**config.mk**
```make
export PLATFORM = sky130hd
export DESIGN_NAME = s1_frame_tx_flat
export DESIGN_NICKNAME = d
export VERILOG_FILES = /design/src/rtl/s1_frame_tx_if.sv /design/src/rtl/s1_frame_tx.sv /design/src/flat_wrapper.sv
export SDC_FILE = /design/constraint.sdc
export NUM_CORES = 1
export LEC_CHECK = 0
export CAP_MARGIN = 15
export CORE_AREA = 8 8 162 164
export DETAILED_ROUTE_END_ITERATION = 7
export DIE_AREA = 0 0 170 172
export PLACE_DENSITY_LB_ADDON = 0.3
export SYNTH_ARGS = -nofsm -noshare
export SYNTH_HDL_FRONTEND = slang
export SYNTH_SLANG_ARGS = --single-unit
```
**constraint.sdc**
```tcl
create_clock -name clk -period 3.7 [get_ports clk]
set_input_delay 0.37 -clock clk [delete_from_list [all_inputs] [get_ports clk]]
set_output_delay 0.37 -clock clk [all_outputs]
set_load 0.02 [all_outputs]
```
**src/rtl/s1_frame_tx_if.sv**
```systemverilog
// Bus bundle for s1_frame_tx: the RB1 register-bank port and the sen/sd serial link.
// The transmitter uses the master view, and the bank/receiver side uses the slave view.
interface s1_frame_tx_if;
    logic       RB1_RW;
    logic [4:0] RB1_A;
    logic [7:0] RB1_D;
    logic [7:0] RB1_Q;
    logic       sen;
    logic       sd;

    modport master (output RB1_RW, RB1_A, RB1_D, sen, sd, input RB1_Q);
    modport slave  (input RB1_RW, RB1_A, RB1_D, sen, sd, output RB1_Q);
endinterface

```
**src/rtl/s1_frame_tx.sv**
```systemverilog
// S1 frame transmitter: loads 18x8 bits from RB1, then sends eight 21-bit bit-plane frames on sen/sd.
// Optional feature macro: S1_LONG_GAP_EN stretches the inter-frame gap from 2 to 4 cycles.
module s1_frame_tx (
    input  logic              clk,
    input  logic              rst,
    output logic              S1_done,
    s1_frame_tx_if.master     bus
);

`ifdef S1_LONG_GAP_EN
    localparam logic [1:0] GAP_LAST = 2'd3;
`else
    localparam logic [1:0] GAP_LAST = 2'd1;
`endif

    localparam logic [4:0] LOAD_LAST = 5'd18;
    localparam logic [4:0] ADDR_LAST = 5'd17;
    localparam logic [4:0] BIT_LAST  = 5'd20;

    typedef enum logic [2:0] {
        IDLE,
        LOAD,
        SEND,
        GAP,
        DONE
    } state_t;

    state_t     state;
    logic [7:0] frame_buf [18];
    logic [2:0] frame_idx;
    logic [4:0] bit_cnt;
    logic [4:0] load_cnt;
    logic [1:0] gap_cnt;

    logic [4:0] next_bit;
    logic [4:0] data_idx;
    logic [2:0] frame_inc;
    logic       next_sd;

    // The block only ever reads RB1, so the access type and write data are fixed.
    assign bus.RB1_RW = 1'b1;
    assign bus.RB1_D  = 8'h00;

    assign next_bit  = bit_cnt + 5'd1;
    assign data_idx  = next_bit - 5'd3;
    assign frame_inc = frame_idx + 3'd1;

    // Serial bit k of frame j: k<3 is the address (MSB first), then buf[k-3][7-j].
    always_comb begin
        // NOTE: default assignment first so that no path through the block infers a latch.
        next_sd = 1'b0;
        if (next_bit == 5'd1) begin
            next_sd = frame_idx[1];
        end else if (next_bit == 5'd2) begin
            next_sd = frame_idx[0];
        end else if (next_bit >= 5'd3 && next_bit <= BIT_LAST) begin
            next_sd = frame_buf[data_idx][~frame_idx];
        end
    end

    // NOTE: the buffer has no reset; its contents are don't-care until LOAD rewrites all 18 entries.
    always_ff @(posedge clk) begin
        if (state == LOAD && load_cnt != 5'd0) begin
            frame_buf[load_cnt - 5'd1] <= bus.RB1_Q;
        end
    end

    // NOTE: all state and outputs use non-blocking assignments so every register samples pre-edge values.
    always_ff @(posedge clk) begin
        if (rst) begin
            state     <= IDLE;
            frame_idx <= 3'd0;
            bit_cnt   <= 5'd0;
            load_cnt  <= 5'd0;
            gap_cnt   <= 2'd0;
            bus.RB1_A <= 5'd0;
            bus.sen   <= 1'b1;
            bus.sd    <= 1'b0;
            S1_done   <= 1'b0;
        end else begin
            case (state)
                IDLE: begin
                    state     <= LOAD;
                    load_cnt  <= 5'd0;
                    bus.RB1_A <= 5'd0;
                end

                LOAD: begin
                    if (load_cnt < ADDR_LAST) begin
                        bus.RB1_A <= load_cnt + 5'd1;
                    end
                    // The last read data arrives one cycle after address 17, hence 19 LOAD cycles.
                    if (load_cnt == LOAD_LAST) begin
                        state     <= SEND;
                        frame_idx <= 3'd0;
                        bit_cnt   <= 5'd0;
                        bus.sen   <= 1'b0;
                        bus.sd    <= 1'b0;
                    end else begin
                        load_cnt <= load_cnt + 5'd1;
                    end
                end

                SEND: begin
                    if (bit_cnt == BIT_LAST) begin
                        bus.sen <= 1'b1;
                        bus.sd  <= 1'b0;
                        if (frame_idx == 3'd7) begin
                            state   <= DONE;
                            S1_done <= 1'b1;
                        end else begin
                            state   <= GAP;
                            gap_cnt <= 2'd0;
                        end
                    end else begin
                        bit_cnt <= next_bit;
                        bus.sd  <= next_sd;
                    end
                end

                GAP: begin
                    if (gap_cnt == GAP_LAST) begin
                        state     <= SEND;
                        frame_idx <= frame_inc;
                        bit_cnt   <= 5'd0;
                        bus.sen   <= 1'b0;
                        bus.sd    <= frame_inc[2];
                    end else begin
                        gap_cnt <= gap_cnt + 2'd1;
                    end
                end

                DONE: begin
                    bus.sen <= 1'b1;
                    bus.sd  <= 1'b0;
                    S1_done <= 1'b1;
                end

                default: begin
                    state <= IDLE;
                end
            endcase
        end
    end

endmodule

```
**src/flat_wrapper.sv**
```systemverilog
// flat-port wrapper written by rule: the top's interface ports become plain ports
module s1_frame_tx_flat 
  (clk, rst, S1_done, bus_RB1_RW, bus_RB1_A, bus_RB1_D, bus_sen, bus_sd, bus_RB1_Q);
  s1_frame_tx_if bus_i ();
  input  logic clk;
  input  logic rst;
  output logic S1_done;
  output wire logic [$bits(bus_i.RB1_RW)-1:0] bus_RB1_RW;
  output wire logic [$bits(bus_i.RB1_A)-1:0] bus_RB1_A;
  output wire logic [$bits(bus_i.RB1_D)-1:0] bus_RB1_D;
  output wire logic [$bits(bus_i.sen)-1:0] bus_sen;
  output wire logic [$bits(bus_i.sd)-1:0] bus_sd;
  input wire logic [$bits(bus_i.RB1_Q)-1:0] bus_RB1_Q;
  assign bus_RB1_RW = bus_i.RB1_RW;
  assign bus_RB1_A = bus_i.RB1_A;
  assign bus_RB1_D = bus_i.RB1_D;
  assign bus_sen = bus_i.sen;
  assign bus_sd = bus_i.sd;
  assign bus_i.RB1_Q = bus_RB1_Q;
  s1_frame_tx u_core (.clk(clk), .rst(rst), .S1_done(S1_done), .bus(bus_i));
endmodule
```
==> results of run 1 <==
## cells by family after synthesis
logic type	Yosys count
DFF	170
and+or+nand+nor	159
AOI/OAI and AO/OA	97
muxes	49
buffers and inverters	45
adders and majority gates	15
xor gates and xnor gates	10
other	2
## layout make-up
type,count,area (um2)
multi-input cells,339,2620
fillers,2229,15100
clock buffers,19,433
well taps,324,405
clock inverters,13,156
flip-flops and latches,170,4850
inverters,9,33.8
repair buffers,29,260
## worst paths after layout
path	slack, ns	depth (start not counted)	endpoint
worst max-delay path	0.53	9	u_core.bus.sd
worst min-delay path	0.47	2	u_core.gap_cnt[1]
worst max register to register	0.53	9	u_core.bus.sd
worst min register to register	0.47	2	u_core.gap_cnt[1]
## registers in the layout, summed over array words and instances, names as in the netlist
name,count
u_core.frame_buf,144
u_core.bit_cnt,5
u_core.bus.RB1_A,5
u_core.load_cnt,5
u_core.frame_idx,3
u_core.state,3
u_core.gap_cnt,2
u_core.S1_done,1
u_core.bus.sd,1
u_core.bus.sen,1
## cell usage in the layout, fill, tap and decap left out, types with 16 or more instances in the layout
cell / netlist / layout
mux2i_1: 20 / 20
nor3_1: 16 / 16
mux4_2: 24 / 24
dfxtp_1: 26 / 25
edfxtp_1: 144 / 144
nor2_1: 56 / 56
nand2_1: 30 / 30
clkbuf_16: 0 / 17
clkdlybuf4s50_1: 0 / 17
a21oi_1: 33 / 33
## cells in the mapped netlist, types with 7 or more instances
library cell and n:
a21oi_1 33, buf_2 7, buf_4 11, clkbuf_1 13, dfxtp_1 26, edfxtp_1 144
ha_1 15, inv_1 9, mux2i_1 20, mux4_2 24, nand2_1 30, nand2b_1 7
nor2_1 56, nor2b_1 10, nor3_1 16, o21ai_0 15
## power groups by stage
stage / Combinational [uW] / Sequential (uW) / Clock, uW
after floorplan: 45.0 / 2120 / 0
after global placement: 77.9 / 2130 / 0
after detailed placement: 80.5 / 2130 / 0
after CTS: 80.7 / 2090 / 1810
after global routing: 88.2 / 2090 / 1880
final: 79.8 / 2090 / 1770
## per-layer routing
metal / share of wire (%) / global-route usage, % / up-vias
li1: - / - / 2119
met1: 45 / 14.2 / 2268
met2: 50 / 20.0 / 73
met3: 3.2 / 2.24 / 18
met4: 2.0 / 5.30 / 0
met5: 0 / 0 / -
## through the flow
stage          utilization (%)  power (uW)  hold WS, ns  instance area (um2)  worst slack [ns]
6_report                  36.8        3940        0.474                 8760             0.528
5_1_grt                   36.8        4060        0.505                 8760             0.300
4_1_cts                   36.8        3980        0.480                 8760             0.546
3_5_place_dp              34.3        2210        0.465                 8170             0.569
3_3_place_gp              34.3        2210        0.438                 8170             0.629
2_1_floorplan                -        2170        0.432                 7720             0.953
## worst max-delay path: cells and delay by family (launching register included)
family	cells	cell delay, ns
muxes	1	0.32
DFF	1	0.47
AOI/OAI and AO/OA	4	0.79
and+or+nand+nor	3	1.01
adders and majority gates	1	0.46
==> summary.txt, run 1 <==
Number of max-cap violations = 0
Die area = 29,200 um2
Initial antenna violation count = 0
Critical path origin = u_core.bit_cnt[1]
Core Rows = 57
Critical Path AT = 3.49 ns
Yosys top cell area share = 56.2%
Initial Util = 32.3%
Max-slew headroom = 37.7%
Area growth syn-to-layout = 13.8%
Combinational family with the most area after synthesis = multiplexers
Synth Instances = 547
Die H = 172 um
Hold Path Class = reg2reg
Fin crit period = 3.17 ns
Worst slew pin tran = 0.931 ns
CTS max path bufs = 2
# port buffers = 17
Gp weighted congestion = 0.778
Clk_skew = 0.00902 ns
Vias in the first global route = 4,445
Avg Inst Size Synth = 14.1 um2
Share of cells above drive strength 1 = 15.5%
Total global routing overflow = 0
Slew Limit Fails = 0
Worst-path cell chain = ha_1 -> and2_1 -> a211oi_4 -> or3_1 -> nand2_8 -> mux2_4 -> a2111oi_2 -> o2111a_1 -> o31ai_2
First-pass GRT wire length = 25.6 mm
Power Dens Cells = 450 nW/um2
Global-route usage over all layers = 11.7%
Clock Pin Slew Worst Setup and Hold Paths = 0.07 ns
Finished Layout Cells = 903
YS warnings = 0
Post-synth top area cell = edfxtp_1
Post-synthesis xor/xnor area fraction = 1.43%
Cell variety after synth = 70
Worst Setup Start Kind = flip-flop
FF+latch count, synth = 170
CP Max Fanout = 14
Setup_tns = 0 ns
CP required = 4.01 ns
# DRC = 0
Switching Share = 20.9%
Asr flop ratio synth = 0%
Achievable Freq = 315 MHz
Die X = 170 um
Mux share of post-synthesis cell area = 10.4%
CTS tree = done
Routed vias = 4,478
WL/cell = 18.1 um
VDD IR max = 0.285 mV
Routed Antenna Nets = 0
Root Driver = clkbuf_16
Period utilization = 85.7%
DP HPWL = 11.1 mm
Largest cells by area after synthesis = edfxtp_1 (56%), mux4_2 (7.0%), dfxtp_1 (6.8%), nor2_1 (2.7%), mux2i_1 (2.6%)
Setup violators final = 0
WL final = 16.4 mm
Syn Std Cell Area = 7690 um2
Hold_buf cts = 0
Seq pwr share = 52.9%
R2r startpoint = u_core.bit_cnt[1]
Switching power = 825 uW
Main synth FF type = edfxtp_1
Num ports = 27
Area share of fa/ha/maj cells after synthesis = 2.44%
Leakage = 0.00287 uW
# diodes = 0
Compound-Gate Fraction of Synth Area = 9.02%
Endpoints failing hold = 0
CTS sink count = 170
CORE AREA = 23,800 um2
Postcts setup bufs = 0
Clk_lat worst skew = 0.43 ns
Unrepaired setup endpoints after global routing = no
Router iterations before antenna repair = 4
Worst setup path class = reg2reg
Drt initial violations = 237
Simple-gate share of the synthesized area = 10.4%
CTS buffer count = 17
Logic pwr share = 2.0%
H-tree levels = 4
Largest net degree at the start of global routing = 37
Outcome = completed
Cts repair resizes = 0
Inst Count DP = 871
Pint = 3110 uW
Slowest-stage cell, CP = or3_1
Clock power share = 45.0%
Sequential share of the synthesized area = 63.0%
Mean number of vias per cell = 4.96
Final net count = 591
CP max stage delay = 0.51 ns
Min-delay src = u_core.gap_cnt[1]
CP endpoint kind = flip-flop
EDFF count, synth = 144
Note: power is estimated with default switching activity, not from simulation.
==> inputs of run 2 (changes only) <==
- GPL_ROUTABILITY_DRIVEN: not set -> 0
==> results of run 2 <==
The final DEF is identical to that of run 1; final timing and power are the same.
